**src/rtl/exec_stage_mc_pkg.sv**
```systemverilog
// rtl/exec_stage_mc_pkg.sv - shared widths, ALU op codes and execute-stage state encodings
package exec_stage_mc_pkg;
  localparam int DEF_REG_SIZE    = 32;
  localparam int DEF_ADDR_SIZE   = 32;
  localparam int DEF_REG_ADDR    = 5;
  localparam int DEF_MUL_LATENCY = 4;

  typedef enum logic [4:0] {
    ALUOP_ADD  = 5'd0,
    ALUOP_SUB  = 5'd1,
    ALUOP_AND  = 5'd2,
    ALUOP_OR   = 5'd3,
    ALUOP_XOR  = 5'd4,
    ALUOP_SLL  = 5'd5,
    ALUOP_SRL  = 5'd6,
    ALUOP_SRA  = 5'd7,
    ALUOP_SLT  = 5'd8,
    ALUOP_SLTU = 5'd9,
    ALUOP_MUL  = 5'd10
  } aluop_e;

  typedef enum logic [1:0] {
    EXS_IDLE = 2'd0,
    EXS_BUSY = 2'd1,
    EXS_DONE = 2'd2
  } exs_state_e;
endpackage

```
**src/rtl/exec_stage_mc_alu.sv**
```systemverilog
// rtl/exec_stage_mc_alu.sv - single-cycle ALU; overflow only meaningful for signed ADD/SUB
module exec_stage_mc_alu
  import exec_stage_mc_pkg::*;
#(
  parameter int W = DEF_REG_SIZE
) (
  input  logic [4:0]   op_i,
  input  logic [W-1:0] a_i,
  input  logic [W-1:0] b_i,
  output logic [W-1:0] result_o,
  output logic         zero_o,
  output logic         overflow_o
);
  localparam int SHW = $clog2(W);

  logic [SHW-1:0] shamt;
  logic [W-1:0]   sum;
  logic [W-1:0]   diff;

  assign shamt = b_i[SHW-1:0];
  assign sum   = a_i + b_i;
  assign diff  = a_i - b_i;

  always_comb begin
    result_o   = '0;
    overflow_o = 1'b0;
    case (op_i)
      ALUOP_ADD: begin
        result_o   = sum;
        overflow_o = (a_i[W-1] == b_i[W-1]) && (sum[W-1] != a_i[W-1]);
      end
      ALUOP_SUB: begin
        result_o   = diff;
        overflow_o = (a_i[W-1] != b_i[W-1]) && (diff[W-1] != a_i[W-1]);
      end
      ALUOP_AND:  result_o = a_i & b_i;
      ALUOP_OR:   result_o = a_i | b_i;
      ALUOP_XOR:  result_o = a_i ^ b_i;
      ALUOP_SLL:  result_o = a_i << shamt;
      ALUOP_SRL:  result_o = a_i >> shamt;
      ALUOP_SRA:  result_o = $signed(a_i) >>> shamt;
      ALUOP_SLT:  result_o = {{(W-1){1'b0}}, $signed(a_i) < $signed(b_i)};
      ALUOP_SLTU: result_o = {{(W-1){1'b0}}, a_i < b_i};
      default:    result_o = '0;
    endcase
  end

  assign zero_o = (result_o == '0);
endmodule

```
**src/rtl/exec_stage_mc_mul_pipe.sv**
```systemverilog
// rtl/exec_stage_mc_mul_pipe.sv - multi-cycle signed multiplier: operand latch, countdown, product
module exec_stage_mc_mul_pipe
  import exec_stage_mc_pkg::*;
#(
  parameter int W   = DEF_REG_SIZE,
  parameter int LAT = DEF_MUL_LATENCY
) (
  input  logic         clk,
  input  logic         rst,
  input  logic         start_i,
  input  logic         stall_i,
  input  logic         flush_i,
  input  logic [W-1:0] a_i,
  input  logic [W-1:0] b_i,
  output logic         busy_o,
  output logic         done_o,
  output logic [W-1:0] result_o,
  output logic         overflow_o
);
  localparam int CW = (LAT > 2) ? $clog2(LAT - 1) : 1;

  if (LAT < 2) begin : g_lat_check
    $error("MUL_LATENCY must be at least 2");
  end

  exs_state_e       state_q;
  logic [CW-1:0]    cnt_q;
  logic [W-1:0]     a_q;
  logic [W-1:0]     b_q;
  logic [2*W-1:0]   a_ext;
  logic [2*W-1:0]   b_ext;
  logic [2*W-1:0]   prod;
  logic             cnt_zero;

  assign a_ext      = {{W{a_q[W-1]}}, a_q};
  assign b_ext      = {{W{b_q[W-1]}}, b_q};
  assign prod       = a_ext * b_ext;
  assign result_o   = prod[W-1:0];
  // Product fits in W bits only if the upper half is pure sign extension.
  assign overflow_o = prod[2*W-1:W] != {W{prod[W-1]}};
  assign cnt_zero   = (cnt_q == '0);
  assign busy_o     = (state_q != EXS_IDLE);
  assign done_o     = !flush_i && !stall_i &&
                      (((state_q == EXS_BUSY) && cnt_zero) || (state_q == EXS_DONE));

  always_ff @(posedge clk) begin
    if (rst) begin
      state_q <= EXS_IDLE;
      cnt_q   <= '0;
      a_q     <= '0;
      b_q     <= '0;
    end else if (flush_i) begin
      state_q <= EXS_IDLE;
      cnt_q   <= '0;
    end else begin
      case (state_q)
        EXS_IDLE: if (start_i) begin
          a_q     <= a_i;
          b_q     <= b_i;
          cnt_q   <= CW'(LAT - 2);
          state_q <= EXS_BUSY;
        end
        EXS_BUSY: begin
          if (cnt_zero) state_q <= stall_i ? EXS_DONE : EXS_IDLE;
          else          cnt_q   <= cnt_q - 1'b1;
        end
        EXS_DONE: if (!stall_i) state_q <= EXS_IDLE;
        default:  state_q <= EXS_IDLE;
      endcase
    end
  end
endmodule

```
**src/rtl/exec_stage_mc.sv**
```systemverilog
// rtl/exec_stage_mc.sv - multi-cycle execute stage: 1-cycle ALU ops, multi-cycle MUL, branch adder
module exec_stage_mc
  import exec_stage_mc_pkg::*;
#(
  parameter int REG_SIZE    = DEF_REG_SIZE,
  parameter int ADDR_SIZE   = DEF_ADDR_SIZE,
  parameter int REG_ADDR    = DEF_REG_ADDR,
  parameter int MUL_LATENCY = DEF_MUL_LATENCY
) (
  input  logic                 clk,
  input  logic                 rst,
  input  logic                 valid_in,
  input  logic                 regwrite_in,
  input  logic                 alusrc,
  input  logic [4:0]           aluop,
  input  logic [REG_SIZE-1:0]  src1,
  input  logic [REG_SIZE-1:0]  reg2,
  input  logic [REG_SIZE-1:0]  immediat,
  input  logic [ADDR_SIZE-1:0] old_pc,
  input  logic [REG_ADDR-1:0]  wreg_in,
  input  logic                 stall_in,
  input  logic                 flush,
  output logic                 stall_out,
  output logic                 valid_out,
  output logic                 regwrite_out,
  output logic                 zero,
  output logic                 overflow,
  output logic [REG_SIZE-1:0]  aluresult,
  output logic [ADDR_SIZE-1:0] pc_branch,
  output logic [REG_ADDR-1:0]  wreg_out
);
  logic [REG_SIZE-1:0]  operand2;
  logic [ADDR_SIZE-1:0] branch_target;
  logic [REG_SIZE-1:0]  alu_result;
  logic                 alu_zero;
  logic                 alu_ovf;
  logic                 is_mul;
  logic                 mul_start;
  logic                 mul_busy;
  logic                 mul_done;
  logic [REG_SIZE-1:0]  mul_result;
  logic                 mul_ovf;

  logic                 valid_q, rw_q, zero_q, ovf_q;
  logic [REG_SIZE-1:0]  res_q;
  logic [ADDR_SIZE-1:0] pc_q, mpc_q;
  logic [REG_ADDR-1:0]  wreg_q, mwreg_q;
  logic                 mrw_q;

  assign operand2      = alusrc ? reg2 : immediat;
  assign branch_target = old_pc + ADDR_SIZE'({immediat, 2'b00});
  assign is_mul        = (aluop == ALUOP_MUL);
  assign stall_out     = mul_busy | stall_in;
  assign mul_start     = valid_in && is_mul && !stall_out && !flush;

  exec_stage_mc_alu #(.W(REG_SIZE)) u_alu (
    .op_i(aluop), .a_i(src1), .b_i(operand2),
    .result_o(alu_result), .zero_o(alu_zero), .overflow_o(alu_ovf)
  );

  exec_stage_mc_mul_pipe #(.W(REG_SIZE), .LAT(MUL_LATENCY)) u_mul (
    .clk(clk), .rst(rst), .start_i(mul_start), .stall_i(stall_in), .flush_i(flush),
    .a_i(src1), .b_i(operand2), .busy_o(mul_busy), .done_o(mul_done),
    .result_o(mul_result), .overflow_o(mul_ovf)
  );

  always_ff @(posedge clk) begin
    if (rst) begin
      valid_q <= 1'b0; rw_q <= 1'b0; zero_q <= 1'b0; ovf_q <= 1'b0;
      res_q   <= '0;   pc_q <= '0;   wreg_q <= '0;
      mpc_q   <= '0;   mwreg_q <= '0; mrw_q <= 1'b0;
    end else if (flush) begin
      valid_q <= 1'b0;
      rw_q    <= 1'b0;
    end else if (mul_done) begin
      valid_q <= 1'b1;
      rw_q    <= mrw_q;
      res_q   <= mul_result;
      zero_q  <= (mul_result == '0);
      ovf_q   <= mul_ovf;
      pc_q    <= mpc_q;
      wreg_q  <= mwreg_q;
    end else if (!stall_out) begin
      if (valid_in && is_mul) begin
        // Accepting a MUL retires nothing this edge; side info waits for the product.
        valid_q <= 1'b0;
        rw_q    <= 1'b0;
        mpc_q   <= branch_target;
        mwreg_q <= wreg_in;
        mrw_q   <= regwrite_in;
      end else if (valid_in) begin
        valid_q <= 1'b1;
        rw_q    <= regwrite_in;
        res_q   <= alu_result;
        zero_q  <= alu_zero;
        ovf_q   <= alu_ovf;
        pc_q    <= branch_target;
        wreg_q  <= wreg_in;
      end else begin
        valid_q <= 1'b0;
        rw_q    <= 1'b0;
      end
    end
  end

  assign valid_out    = valid_q;
  assign regwrite_out = rw_q;
  assign zero         = zero_q;
  assign overflow     = ovf_q;
  assign aluresult    = res_q;
  assign pc_branch    = pc_q;
  assign wreg_out     = wreg_q;
endmodule

```
**config.mk**
```make
export PLATFORM = sky130hd
export DESIGN_NAME = exec_stage_mc
export DESIGN_NICKNAME = d
export VERILOG_FILES = /design/src/rtl/exec_stage_mc_pkg.sv /design/src/rtl/exec_stage_mc_alu.sv /design/src/rtl/exec_stage_mc_mul_pipe.sv /design/src/rtl/exec_stage_mc.sv
export SDC_FILE = /design/constraint.sdc
export NUM_CORES = 2
export LEC_CHECK = 0
export BUFFER_PORTS_ARGS = -buffer_cell sky130_fd_sc_hd__buf_4
export CORE_ASPECT_RATIO = 1.1
export CORE_MARGIN = 5
export CORE_UTILIZATION = 23
export DETAILED_ROUTE_END_ITERATION = 10
export HOLD_SLACK_MARGIN = 0.1
export MAX_ROUTING_LAYER = met4
export REMOVE_ABC_BUFFERS = 1
export SLEW_MARGIN = 20
export SYNTH_ARGS = -nofsm -noshare
export SYNTH_HDL_FRONTEND = slang
export SYNTH_HIERARCHICAL = 1
export SYNTH_SLANG_ARGS = --single-unit
```
**constraint.sdc**
```tcl
create_clock -name clk -period 19.77 [get_ports clk]
set_input_delay 3.954 -clock clk [delete_from_list [all_inputs] [get_ports clk]]
set_output_delay 3.954 -clock clk [all_outputs]
set_load 0.03 [all_outputs]
```
; ---- Word-level counts from Yosys, hierarchy flattened
; Cells that the tools add are included.
[totals]
regBits = 179
out_inout_bits = 74
elab_cells = 119
[classes]
add_sub_neg = 4
multipliers = 1
magnitude_cmp = 2
eq_ne = 23
shifts = 3
muxes = 39
bitwise_logic = 7
n_reduce_logical = 26
[op_table]
columns = cell, count
row1 = $pmux W32 S10, 1
row2 = $mux W32, 9
row3 = $add A32 B32 Y32, 2
row4 = $logic_not A32 Y1, 2
row5 = $lt A32 B32 Y1, 2
row6 = $mul A32 B32 Y64, 1
row7 = $and A32 B32 Y32, 1
row8 = $ne A32 B32 Y1, 1
row9 = $or A32 B32 Y32, 1
row10 = $shl A32 B5 Y32, 1
row11 = $shr A32 B5 Y32, 1
row12 = $sshr A32 B5 Y32, 1
row13 = $sub A32 B32 Y32, 1
row14 = $xor A32 B32 Y32, 1
row15 = $eq A5 B3 Y1 const B, 4
row16 = $mux W5, 4
row17 = $mux W1, 16
row18 = $eq A5 B4 Y1 const B, 3
row19 = $mux W2, 6
row20 = $eq A5 B2 Y1 const B, 2
row21 = $reduce_and A3 Y1, 3
row22 = $logic_and A1 B1 Y1, 8
row23 = $ne A2 B2 Y1 const B, 4
row24 = $reduce_and A4 Y1, 2
row25 = other kinds (18), 28

; ---- Longest topological paths before layout
[logic_depth]
ltp_word = 9
mapped_depth = 34

; ---- Modules after synthesis
; Netlist, hierarchy kept.
[modules_own_cells]
columns = module, instances, cells_per_inst, area_each_um2
row1 = exec_stage_mc_mul_pipe, 1, 4040, 38107.8
row2 = exec_stage_mc_alu, 1, 1356, 9407.8
row3 = exec_stage_mc, 1, 804, 6667.6

; ---- Worst setup path before layout
; OpenSTA, ideal clock, no wires.
[synth_timing]
kind = input to register
start = input alusrc
end = register zero_q, in the netlist zero
t_arrival_ps = 8943
required_time_ps = 19705
slack_ps = 10762
path_stages = 24
n_path_buf = 5
cell_sequence = clkbuf_1 clkbuf_1 mux2_2 inv_1 clkbuf_1 buf_1 clkbuf_1 ha_1 nor2_1 o311ai_1 a211o_1 and2_1 a221o_1 a211o_1 or4_1 nor4b_2 nand4b_1 nor2_1 nand2_1 nor3_2 nand2b_1 nand3_1 o21ai_0 nor2_1
[synth_via]
elab_chain_cells = 8
[synth_lines]
columns = element, line_no
row1 = "start, declared", exec_stage_mc.sv:14  ; input logic alusrc,
row2 = $mux W32 *, exec_stage_mc.sv:50  ; assign operand2 = alusrc ? reg2 : immediat;
row3 = named net operand2[3], exec_stage_mc.sv:32  ; logic [REG_SIZE-1:0] operand2;
row4 = $sub A32 B32 Y32 (tied with other cells), exec_stage_mc_alu.sv:22  ; assign diff = a_i - b_i;
row5 = $pmux W32 S10 *, exec_stage_mc_alu.sv:27  ; case (op_i)
row6 = named net alu_result[9], exec_stage_mc.sv:34  ; logic [REG_SIZE-1:0] alu_result;
row7 = $logic_not A32 Y1 *, exec_stage_mc_alu.sv:48  ; assign zero_o = (result_o == '0);
row8 = named net alu_zero, exec_stage_mc.sv:35  ; logic alu_zero;
row9 = $mux W1 *, exec_stage_mc.sv:91  ; end else if (valid_in) begin
row10 = $mux W1 *, exec_stage_mc.sv:84  ; if (valid_in && is_mul) begin
row11 = $mux W1 *, exec_stage_mc.sv:83  ; end else if (!stall_out) begin
row12 = $mux W1 *, exec_stage_mc.sv:75  ; end else if (mul_done) begin
row13 = "end signal, assigned", exec_stage_mc.sv:79  ; zero_q <= (mul_result == '0);
row14 = "end signal, assigned", exec_stage_mc.sv:95  ; zero_q <= alu_zero;
row15 = "end, declared", exec_stage_mc.sv:44  ; logic valid_q, rw_q, zero_q, ovf_q;
; Mark *: on every way through the listed nets, which the timed path passes. The rest lies on a longest branch. The select of a mux whose other input is x is not followed.
; A chain may end at the register's enable or synchronous reset.

; ---- Worst setup path after layout
[layout_timing]
start = register u_mul.b_q[0]
end = register ovf_q, in the netlist overflow
[layout_via]
elab_chain_cells = 3
[layout_lines]
columns = element, line_no
row1 = "start, declared", exec_stage_mc_mul_pipe.sv:29  ; logic [W-1:0] b_q;
row2 = "start signal, assigned", exec_stage_mc_mul_pipe.sv:59  ; b_q <= b_i;
row3 = $mul A32 B32 Y64, exec_stage_mc_mul_pipe.sv:37  ; assign prod = a_ext * b_ext;
row4 = $ne A32 B32 Y1, exec_stage_mc_mul_pipe.sv:40  ; assign overflow_o = prod[2*W-1:W] != {W{prod[W-1]}};
row5 = named net mul_ovf, exec_stage_mc.sv:42  ; logic mul_ovf;
row6 = $mux W1, exec_stage_mc.sv:75
row7 = "end signal, assigned", exec_stage_mc.sv:80  ; ovf_q <= mul_ovf;
row8 = "end signal, assigned", exec_stage_mc.sv:96  ; ovf_q <= alu_ovf;
row9 = "end, declared", exec_stage_mc.sv:44
; The timed path passes the listed nets, and every way through them passes these cells.

==> results_dict.tcl <==
set metrics [dict create \
    synthMuxAreaShare 0.0503 \
    cts_buffers 17 \
    cts_setup_buffers 0 \
    grt_pass1_wl_microns 317000 \
    synthAdderAreaFrac 0.473 \
    grt_max_degree 121 \
    cts_hold_buf 0 \
    chipWidth_microns 473 \
    syn_inst 6200 \
    overflow 0 \
    area_delta_synth_final_pct 10.0 \
    setup_viol 0 \
    htree_levels 4 \
    wl_per_cell_microns 22.6 \
    power_density_nw_per_um2 22.3 \
    placedCellCount 9223 \
    total_power_mw 1.33 \
    synthFlopType "dfxtp_1" \
    reg2reg_slack_ns 8.77 \
    cts_resized 0 \
    post-route-util 0.255 \
    max_freq_ghz 0.0909 \
    root_buffer "clkbuf_16" \
    ys_warn_count 6 \
    fin_nets 7683 \
    fin_hold_ws_ns 0.455 \
    mappedNetlistArea_sq_um 54200 \
    antenna_found_initial 5 \
    worst_pin_slew_ns 1.25 \
    final_common_cell "fa_1" \
    dpl.hpwl_microns 168000 \
    cp.buffers_inverters 5 \
    layout_common_cells "fa_1 (1,085), nand2_1 (974), inv_1 (848)" \
    start_kind "register" \
    drive_above_1_share 0.0866 \
    synth_xor_area_frac 0.0165 \
    hold_viol 0 \
    cp-end-kind "register" \
    min_period_ns 11.00 \
    io-pin-count 219 \
    finalWirelength_microns 209000 \
    max-slew-margin-rel 0.168 \
    min_path_type "register to register" \
    clock-sinks 179 \
    setup_tns_ns 0 \
    drv_cap 0 \
    ys_types 117 \
    async_reset_ff_frac 0 \
    fin_crit_sh 0.557 \
    start_util 0.232 \
    crit_family "adder cells" \
    crit_arrival_ns 11.36 \
    dpl_worst_slack_ns 8.77 \
    rsz0062_at_grt "false" \
    antenna_left 0 \
    cp_slowest_cell "dfxtp_1" \
    vias 46100 \
    tritoncts "done" \
    design_area_sq_um 59600 \
    post_dp_cell_area_sq_um 58900 \
    grtUsageTotal 0.174 \
    synthSimpleGateAreaFrac 0.183 \
    clkLatencyLatePin_ns 0.51 \
    status "finished, final reports clean" \
    required_ns 20.13 \
    clkTransAtPathRegs_ns 0.10 \
    seq_area_frac_synth 0.0661 \
    rows 186 \
    viasPerCell 4.98 \
    gp_congestion 1.01 \
    die_area_sq_um 245000 \
    syn_area_per_cell_sq_um 8.74 \
    rr_worst_depth 27 \
    io_buffers 218 \
    p_leak_nw 21.9 \
    ir_drop_v 0.0000725 \
    cp.depth 27 \
    crit_path_max_fanout 33 \
    synth-compound-area-share 0.122 \
    stdcell_count 9262 \
    drt-pass1-iter-count 8 \
    cp_common_cell "fa_1" \
    grt_pass1_vias 49500 \
    synth_top_family_by_area "adder cells" \
    ys_ff_latch 179 \
    hold-path-cell-count 2 \
    critical_path.max_stage_delay_ns 1.06 \
    synth_edf_count 0 \
    final-max-slew-violation-count 0 \
    skew_ns 0.0237 \
    design.core.area_sq_um 234000 \
    die_height_microns 519 \
    first_iter_violations 4083 \
    setup_ws_ns 8.77 \
    cts_buffer_depth 2 \
    drc 0 \
    path_class "register to register" \
]
==> cells by family (layout without fill, tap and decap cells) <==
logic type                 Yosys count  in the layout
xor gates and xnor gates           101            101
other                                0              7
adders and majority gates         1398           1398
DFF                                179            179
AOI/OAI and AO/OA                  987            987
buffers and inverters             1257           1210
and+or+nand+nor                   2074           2074
muxes                              204            204
==> power breakdown <==
group / total (mW) / leakage [nW] / internal [mW] / switching [mW]
Combinational: 0.569 / 20.1 / 0.186 / 0.383
Sequential: 0.375 / 1.45 / 0.369 / 0.00604
Clock: 0.385 / 0.309 / 0.177 / 0.208
==> layout make-up <==
class / instances / area, sq um
fillers: 25300 / 174000
inverters: 860 / 3230
flip-flops and latches: 179 / 3590
diodes: 7 / 17.5
clock inverters: 15 / 213
repair buffers: 318 / 2390
clock buffers: 17 / 425
multi-input cells: 4764 / 45900
well taps: 3102 / 3880
==> worst paths after layout <==
| kind | start | to |
|---|---|---|
| setup / recovery | u_mul/b_q[0]$_SDFFE_PP0P_ | overflow$_SDFFE_PP0P_ |
| hold reg to reg | u_mul/b_q[30]$_SDFFE_PP0P_ | u_mul/b_q[30]$_SDFFE_PP0P_ |
| setup reg to reg | u_mul/b_q[0]$_SDFFE_PP0P_ | overflow$_SDFFE_PP0P_ |
| hold / removal | u_mul/b_q[30]$_SDFFE_PP0P_ | u_mul/b_q[30]$_SDFFE_PP0P_ |
==> registers in the layout, summed over array words and instances, names as in the netlist <==
| name | count |
|---|---|
| aluresult | 32 |
| mpc_q | 32 |
| mrw_q | 1 |
| mwreg_q | 5 |
| overflow | 1 |
| pc_branch | 32 |
| regwrite_out | 1 |
| u_mul/a_q | 32 |
| u_mul/b_q | 32 |
| u_mul/cnt_q | 2 |
| u_mul/state_q | 2 |
| valid_out | 1 |
| wreg_out | 5 |
| zero | 1 |
==> worst reg2reg max path, stage by stage, from the launching register on <==
cell and delay, ns:
dfxtp_1 1.06, nand2_1 0.26, inv_1 0.11, ha_1 0.12
inv_1 0.14, fa_1 0.51, inv_1 0.07, fa_1 0.96
fa_1 0.68, inv_1 0.70, fa_1 0.58, fa_1 0.57
fa_1 0.44, fa_1 0.52, inv_1 0.04, ha_1 0.38
nand4_1 0.23, nor4_1 0.71, nand4b_1 0.17, o22ai_1 0.52
o31ai_1 0.20, o21ai_1 0.32, xnor2_1 0.22, nor4_1 0.52
o211ai_1 0.16, a2111o_1 0.44, mux2i_1 0.14, a211oi_1 0.09
==> synthesized netlist by cell type (all sizes together) (17+ instances only) <==
cell type,n,area share
nor3,69,0.0066
fa,1085,0.40
nand3b,17,0.0024
nand4,54,0.0064
a211o,18,0.0029
o221ai,19,0.0031
inv,857,0.059
xor2,40,0.0065
a21oi,299,0.028
mux2,57,0.012
a31oi,33,0.0038
o21ai,177,0.016
buf,59,0.0060
clkbuf,338,0.023
a221oi,17,0.0030
xnor2,61,0.010
or3,17,0.0021
and3,18,0.0021
nor2b,22,0.0025
ha,313,0.072
and2,453,0.052
a21o,61,0.0085
o211ai,43,0.0063
nand2b,52,0.0060
o31ai,23,0.0033
nor4,27,0.0035
nand3,53,0.0050
mux4,48,0.020
a211oi,101,0.014
o22ai,23,0.0027
mux2i,99,0.019
nand2,977,0.068
dfxtp,179,0.066
nor2,260,0.018
==> per-layer routing <==
layer | track usage | share of wire | vias to the layer above
li1 | - | - | 19900
met1 | 0.210 | 0.40 | 23700
met4 | 0.0955 | 0.067 | 0
met3 | 0.0226 | 0.062 | 504
met2 | 0.283 | 0.47 | 1984
met5 | - | 0 | -
Note: power is estimated with default switching activity, not from simulation.
